===== config.mk =====
export PLATFORM = sky130hd
export DESIGN_NAME = hc8_trace_uart_tx
export DESIGN_NICKNAME = d
export VERILOG_FILES = /design/src/rtl/hc8_trace_uart_tx.sv
export SDC_FILE = /design/constraint.sdc
export NUM_CORES = 1
export LEC_CHECK = 0
export CORE_ASPECT_RATIO = 2
export CORE_MARGIN = 4
export CORE_UTILIZATION = 48
export DETAILED_ROUTE_END_ITERATION = 8
export PLACE_DENSITY = 0.77
export SLEW_MARGIN = 25
export SYNTH_ARGS = -nofsm -noshare
export SYNTH_HDL_FRONTEND = slang
export SYNTH_SLANG_ARGS = --single-unit
export TNS_END_PERCENT = 20

===== constraint.sdc =====
create_clock -name clk -period 2 [get_ports clk]
set_input_delay 0.3 -clock clk [delete_from_list [all_inputs] [get_ports clk]]
set_output_delay 0.3 -clock clk [all_outputs]
set_load 0.02 [all_outputs]

===== src/rtl/hc8_trace_uart_tx.sv =====
// HC8 debug trace transmitter: snapshots PC and stack levels A/B/C on a trigger
// and sends them as a 6-byte 8N1 UART frame (sync, pc_hi, pc_lo, A, B, C).
module hc8_trace_uart_tx #(
  parameter int          CLKS_PER_BIT = 16,
  parameter logic [7:0]  SYNC_BYTE    = 8'hA5
) (
  input  logic        clk,
  input  logic        nReset,
  input  logic        trig,
  input  logic        clr_ovr,
  input  logic [15:0] pc_in,
  input  logic [7:0]  stackA_in,
  input  logic [7:0]  stackB_in,
  input  logic [7:0]  stackC_in,
  output logic        txd,
  output logic        busy,
  output logic        overrun
);

  typedef enum logic [1:0] {S_IDLE, S_START, S_DATA, S_STOP} state_t;

  localparam int            BW        = (CLKS_PER_BIT > 2) ? $clog2(CLKS_PER_BIT) : 1;
  localparam logic [BW-1:0] BAUD_LAST = BW'(CLKS_PER_BIT - 1);

  state_t        r_state, w_state_nxt;
  logic [BW-1:0] r_baud, w_baud_nxt;
  logic [2:0]    r_bit_idx, w_bit_nxt;
  logic [2:0]    r_byte_idx, w_byte_nxt;
  logic [39:0]   r_snap;
  logic          r_txd, w_txd_nxt;
  logic          r_busy, w_busy_nxt;
  logic          r_overrun;
  logic          w_accept;
  logic          w_baud_wrap;
  logic [7:0]    w_cur_byte;

  assign w_accept    = trig && !r_busy;
  assign w_baud_wrap = (r_baud == BAUD_LAST);

  // State register; txd and busy are registered so the line never glitches.
  always_ff @(posedge clk or negedge nReset) begin
    if (!nReset) begin
      r_state    <= S_IDLE;
      r_baud     <= '0;
      r_bit_idx  <= '0;
      r_byte_idx <= '0;
      r_txd      <= 1'b1;
      r_busy     <= 1'b0;
    end else begin
      // NOTE: non-blocking assignments make every flop sample pre-edge values,
      // independent of statement order.
      r_state    <= w_state_nxt;
      r_baud     <= w_baud_nxt;
      r_bit_idx  <= w_bit_nxt;
      r_byte_idx <= w_byte_nxt;
      r_txd      <= w_txd_nxt;
      r_busy     <= w_busy_nxt;
    end
  end

  // Next-state and counter sequencing.
  always_comb begin
    // NOTE: defaults first so every path assigns every signal (no latches).
    w_state_nxt = r_state;
    w_baud_nxt  = r_baud;
    w_bit_nxt   = r_bit_idx;
    w_byte_nxt  = r_byte_idx;
    if (r_state == S_IDLE) begin
      if (w_accept) begin
        w_state_nxt = S_START;
        w_baud_nxt  = '0;
        w_bit_nxt   = '0;
        w_byte_nxt  = '0;
      end
    end else begin
      w_baud_nxt = w_baud_wrap ? '0 : r_baud + 1'b1;
      if (w_baud_wrap) begin
        case (r_state)
          S_START: w_state_nxt = S_DATA;
          S_DATA: begin
            if (r_bit_idx == 3'd7) begin
              w_state_nxt = S_STOP;
              w_bit_nxt   = '0;
            end else begin
              w_bit_nxt = r_bit_idx + 3'd1;
            end
          end
          S_STOP: begin
            if (r_byte_idx < 3'd5) begin
              w_state_nxt = S_START;
              w_byte_nxt  = r_byte_idx + 3'd1;
            end else begin
              w_state_nxt = S_IDLE;
            end
          end
          default: w_state_nxt = S_IDLE;
        endcase
      end
    end
  end

  always_comb begin
    case (r_byte_idx)
      3'd0:    w_cur_byte = SYNC_BYTE;
      3'd1:    w_cur_byte = r_snap[39:32];
      3'd2:    w_cur_byte = r_snap[31:24];
      3'd3:    w_cur_byte = r_snap[23:16];
      3'd4:    w_cur_byte = r_snap[15:8];
      default: w_cur_byte = r_snap[7:0];
    endcase
  end

  // Outputs are decoded from the upcoming state and then registered.
  always_comb begin
    w_txd_nxt  = 1'b1;
    w_busy_nxt = 1'b1;
    case (w_state_nxt)
      S_IDLE:  w_busy_nxt = 1'b0;
      S_START: w_txd_nxt  = 1'b0;
      S_DATA:  w_txd_nxt  = w_cur_byte[w_bit_nxt];
      default: w_txd_nxt  = 1'b1;
    endcase
  end

  always_ff @(posedge clk or negedge nReset) begin
    if (!nReset) begin
      // NOTE: the snapshot is cleared on reset so no stale core state survives.
      r_snap    <= '0;
      r_overrun <= 1'b0;
    end else begin
      if (w_accept)
        r_snap <= {pc_in, stackA_in, stackB_in, stackC_in};
      if (trig && r_busy)
        r_overrun <= 1'b1;
      else if (clr_ovr)
        r_overrun <= 1'b0;
    end
  end

  assign txd     = r_txd;
  assign busy    = r_busy;
  assign overrun = r_overrun;

endmodule

# Word-level counts from Yosys, hierarchy flattened
# Index checks and enable logic that the tools add are counted.
# op_classes
n_reduce_logical	11
n_eq_ne	12
n_mux	26
addsub	3
order_cmp	2
# op_table
op	n
case mux 8 bit (5 select lines)	1
two-way mux 3 bit	10
two-way mux 4 bit	3
two-way mux 2 bit	4
nonzero test 2 bit	4
adder 3 x 1 -> 3 bit (second input constant)	2
== test 2 bit (second input constant)	3
== test 3 x 2 -> 1 bit (second input constant)	2
== test 3 bit (second input constant)	2
case mux 2 bit (3 select lines)	1
two-way mux 1 bit	5
adder 4 x 1 -> 4 bit (second input constant)	1
== test 2 x 1 -> 1 bit (second input constant)	2
== test 4 bit (second input constant)	1
zero test 2 bit	2
< comparator 3 x 4 -> 1 bit (second input constant)	1
AND reduction 4 bit	1
binary-select mux 1 bit (select 3 bit)	1
== test 3 x 1 -> 1 bit (second input constant)	1
zero test 3 bit	1
< comparator 3 bit (second input constant)	1
logical AND 1 bit	2
!= test 2 bit (second input constant)	1
case mux 1 bit (2 select lines)	1
zero test 1 bit	1
# word_totals
regBits	55
inputBits	44

# Depth between registers and ports, before layout
# Gate-level depths: netlist (run 1).
# depth
ltp_word	8
mapped_depth	10
ltp_nobuf	9

# Worst setup path before layout (run 1)
# No wires, ideal clock.
# synth_timing
path_kind	register to register
startpoint	register r_byte_idx[2]
endpoint	register r_txd (netlist: txd)
t_arrival_ns	2.035
path_stages_with_launch	10
path_slack_ns	-0.126
setup_ns	0.091
synth_period_minus_slack_ns	2.126
cell_sequence	dfrtp_1 inv_1 ha_1 clkbuf_1 nor2_1 o21ai_1 o221ai_1 mux2_2 a311oi_1 a32oi_1
# synth_between
elab_chain_len	7
elab_cells_between_ends	16
cone_classes	order compare: 1; eq/ne: 6; mux: 8; reduce/logical: 1
# synth_lines
item	line	text
start, declared	28	logic [2:0] r_byte_idx, w_byte_nxt;
start signal, assigned	55	r_byte_idx <= w_byte_nxt;
< comparator 3 bit	89	if (r_byte_idx < 3'd5) begin
two-way mux 1 bit	89	
case mux 2 bit (3 select lines)	78	case (r_state)
two-way mux 2 bit	77	if (w_baud_wrap) begin
two-way mux 2 bit	68	if (r_state == S_IDLE) begin
== test 2 bit / == test 2 x 1 -> 1 bit (equally long branches)	117	case (w_state_nxt)
case mux 1 bit (2 select lines) (*)	117	
net w_txd_nxt	30	logic r_txd, w_txd_nxt;
end signal, assigned	56	r_txd <= w_txd_nxt;
end, declared	30	
# The timed path passes the listed nets; every way through them passes the cells marked *. The select of a mux whose other input is x is not followed.
# A chain may end at the register's enable or synchronous reset.

# Worst setup path in the final report (run 1)
# layout_timing
startpoint	register r_state[0]
endpoint	register r_txd (netlist: txd)
# layout_between
elab_chain_len	7
elab_cells_between_ends	17
cone_classes	eq/ne: 5; mux: 11; reduce/logical: 1
# layout_lines
item	line	text
start, declared	25	state_t r_state, w_state_nxt;
start signal, assigned	52	r_state <= w_state_nxt;
== test 2 bit	78	
two-way mux 3 bit	78	
two-way mux 3 bit	77	
two-way mux 3 bit	68	
binary-select mux 1 bit (select 3 bit)	120	S_DATA: w_txd_nxt = w_cur_byte[w_bit_nxt];
two-way mux 1 bit (implied by the code)	120	
case mux 1 bit (2 select lines) (*)	117	
net w_txd_nxt	30	
# Marked as above.

==> results.tsv, run 1 <==
stage	metric	value	unit
worst_setup_path	Max stage delay on crit path	0.39	ns
sta	setup TNS	0	ns
logic_synthesis	synth unique cells	43	
floorplan	Die Y	115.1	um
worst_setup_path	Critical Path Stages	9	
floorplan	num rows	38	
worst_setup_path	CP arrival	2.23	ns
power_and_ir_drop	Clock power frac	0.147	
detailed_routing	Via Count	2426	
power_and_ir_drop	Power Total	4.529	mW
worst_setup_path	cell chain of the critical path	inv_2 -> ha_4 -> nand4_4 -> nor4_4 -> a311oi_4 -> buf_4 -> mux2i_1 -> o32a_1 -> a32oi_1	
power_and_ir_drop	sequential share of power	0.421	
detailed_routing	ANT nets after route	0	
floorplan	initial core utilization	0.4991	
global_routing	largest net degree at the start of global routing	40	
worst_setup_path	reg-to-reg slack, setup	0.01	ns
global_routing	GRT Util Overall	0.2095	
global_routing	first-pass GRT wire length	10830	um
place	I/O Buffers	46	
sta	Slew Limit Fails	0	
clock_network	CTS Sinks	55	
worst_setup_path	Critical Path RT	2.24	ns
sta	unrepaired setup endpoints after global routing	true	
power_and_ir_drop	power density over the cells	1242	nW/um^2
worst_hold_path	hold path cells	2	
finish	ANT cells	0	
job	max cap viols	0	
sta	Final WS setup	0.01237	ns
sta	Final min period	1.988	ns
worst_setup_path	reg2reg end	txd	
floorplan	Die X	61.55	um
logic_synthesis	sequential share of the synthesized area	0.5005	
sta	final period utilization	0.9938	
worst_setup_path	crit path buf inv count	2	
power_and_ir_drop	P_int	2.834	mW
worst_setup_path	CP Max Fanout	6	
finish	Non-Filler Instances	443	
detailed_routing	Via density	5.476	
floorplan	Ports	47	
finish	Area Overhead vs Synth	32.50	%
detailed_routing	initial drt markers	88	
logic_synthesis	Mapped Area	2753	um^2
logic_synthesis	post-synthesis cell count	312	
place	dpl hpwl	5087	um
logic_synthesis	Avg Cell Area, Syn	8.823	um^2
finish	Post-Route Utilization	0.6613	
detailed_routing	Residual DRC	0	
worst_setup_path	crit path max-delay cell type	dfrtp_1	
global_routing	initial antenna violation count	0	
worst_setup_path	reg-to-reg critical path startpoint	r_state[0]	
worst_setup_path	critical path endpoint category	flip-flop	
floorplan	die area	7084	um^2
power_and_ir_drop	switching share of total power	0.3742	
finish	design area	3647	um^2
power_and_ir_drop	Net Switching	1.695	mW
run_status	status	finished, final reports clean	
detailed_routing	final wirelength	6745	um
detailed_routing	TritonRoute pass-1 iters	4	
sta	Final Hold Violating Endpoints	0	
detailed_routing	WL per Instance	15.23	um
logic_synthesis	synthesis-stage register bit count	55	
worst_setup_path	delay-heaviest family, CP	compound AO/OA/AOI/OAI gates	
sta	Worst slew margin	0.6358	
finish	fin nets	437	
global_routing	gr ovfl total	0	
clock_network	Worst-Skew Late Latency	0.31	ns
clock_network	Max Buffers Root-to-Sink	2	
clock_network	CTS clk-pin slew, worst paths	0.09	ns
floorplan	core area	5515	um^2
sta	skew final	0.005605	ns
finish	commonest non-fill, non-tap cell in the layout	nand2_1	
logic_synthesis	Syn Nets	367	
sta	Hold Slack	0.4814	ns
power_and_ir_drop	leakage	1.774	nW
finish	most frequent cells in the layout	121 x nand2_1, 53 x dfrtp_1, 45 x clkdlybuf4s50_1, 32 x buf_4, 18 x o21ai_0	
place	placed cell count	432	
clock_network	clock buffer count from CTS	5	
logic_synthesis	Syn. warnings	0	
global_routing	number of global-route vias before repair	2417	
clock_network	CTS tree	yes	
sta	Max Fclk	0.5031	GHz
place	Place WS	-0.1820	ns
worst_hold_path	Hold Path Sink	r_snap[8]	
sta	Final setup viols	0	
clock_network	H-tree level count	2	
sta	Slew @ Worst Pin	0.5463	ns
power_and_ir_drop	Gate power share	0.432	
finish	share of cells above drive strength 1	0.1645	
worst_setup_path	Crit Path Category	reg2reg	
place	Post-Place Cell Area	3468	um^2
worst_hold_path	Worst Hold Launch	r_snap[8]	
clock_network	CTS Root Cell	clkbuf_8	
worst_hold_path	Min-Delay Path Class	reg2reg	
power_and_ir_drop	worst vdd ir	851.6	uV
worst_setup_path	startpoint types	flip-flop	
worst_setup_path	R2R cell count	9	
place	gp weighted congestion	0.9028	
-- logic make-up after synthesis --
group | count (synthesis) | synth area share
buffers and inverters | 34 | 0.04818
xor gates and xnor gates | 1 | 0.003182
DFF | 55 | 0.5005
AOI/OAI and AO/OA | 59 | 0.1577
muxes | 5 | 0.01909
and+or+nand+nor | 147 | 0.2214
adders and majority gates | 11 | 0.05000
-- flip-flops by register name, summed over array words and instances, names as in the netlist --
signal      cells
overrun         1
r_snap         40
r_baud          4
r_bit_idx       3
r_state         2
txd             1
r_byte_idx      3
busy            1
-- power groups by stage --
stage               Combinational (mW)  Clock, mW  Sequential (mW)
floorplan                         1.17          0             1.90
global placement                  1.83          0             1.90
detailed placement                1.89          0             1.91
CTS                               1.93      0.679             1.90
global route                      2.20      0.726             1.95
finish                            1.96      0.665             1.91
-- timing repair --
item / 4_1_cts / 5_1_grt
hold endpoints to repair: 20 / 0
setup buffers: 0 / 2
gates resized for setup: 3 / 10
hold buffers: 1 / 0
pin swaps: 1 / 1
endpoints found under the setup margin: 2 / 3
-- Yosys cell counts --
cell / instances / area share
nand2_1: 121 / 0.17
dfrtp_1: 54 / 0.49
o21ai_0: 19 / 0.035
inv_1: 18 / 0.025
ha_1: 11 / 0.050
clkbuf_1: 10 / 0.014
nor2_1: 8 / 0.011
a22oi_1: 7 / 0.019
nand3_1: 7 / 0.013
a32oi_1: 5 / 0.016
a21oi_1: 3 / 0.0055
a22o_1: 3 / 0.0095
buf_2: 3 / 0.0055
mux2i_1: 3 / 0.011
nand2b_1: 3 / 0.0068
o211ai_1: 3 / 0.0082
o221ai_1: 3 / 0.0095
buf_1: 2 / 0.0027
mux2_2: 2 / 0.0082
o2111ai_1: 2 / 0.0064
o21a_1: 2 / 0.0055
o21ai_1: 2 / 0.0036
a2111oi_0: 1 / 0.0032
a211oi_1: 1 / 0.0027
a222oi_1: 1 / 0.0036
a311oi_1: 1 / 0.0032
a311oi_4: 1 / 0.0095
and2_1: 1 / 0.0023
and3_1: 1 / 0.0023
and3_2: 1 / 0.0027
clkbuf_2: 1 / 0.0018
dfstp_2: 1 / 0.0095
nand4_4: 1 / 0.0077
nor2b_1: 1 / 0.0023
nor3_1: 1 / 0.0018
nor4_2: 1 / 0.0045
o2111a_1: 1 / 0.0041
o2bb2ai_1: 1 / 0.0032
o311a_2: 1 / 0.0041
o31ai_1: 1 / 0.0027
o32a_1: 1 / 0.0036
or2_2: 1 / 0.0023
xnor2_1: 1 / 0.0032
-- worst max-delay path by stage --
stage | from | end | slack [ns]
2_1_floorplan | r_state[0] | txd | 0.0006
3_3_place_gp | trig | txd | -0.15
3_5_place_dp | trig | txd | -0.18
4_1_cts | r_state[0] | txd | 0.007
5_1_grt | r_byte_idx[0] | txd | -0.14
6_report | r_state[0] | txd | 0.01
-- layer usage --
metal,track usage,up-vias,wire [um]
li1,-,1181,-
met1,0.2265,1154,2396
met2,0.3499,67,3748
met3,0.04382,24,304
met4,0.1388,0,295
met5,0,-,0
-- worst min-delay path: stages (launching register included) --
cell	delay, ns
dfrtp_1	0.34
nand2_1	0.05
nand2_1	0.05
-- area by class of cell --
cell class              count  area [um^2]
multi-input cells         223         1320
repair buffers             79        705.7
clock buffers               8        100.1
well taps                  60        75.07
flip-flops and latches     55         1379
fillers                   455         1868
inverters                  18        67.56
(Power assumes the default switching activity.)
==> run 2: changes to the inputs <==
--- a/config.mk
+++ b/config.mk
@@ -10,6 +10,7 @@
 export CORE_UTILIZATION = 48
 export DETAILED_ROUTE_END_ITERATION = 8
 export PLACE_DENSITY = 0.77
+export SKIP_LAST_GASP = 1
 export SLEW_MARGIN = 25
 export SYNTH_ARGS = -nofsm -noshare
 export SYNTH_HDL_FRONTEND = slang
==> results of run 2 <==
Same layout as run 1: the final DEF is identical, and so are final timing and power.
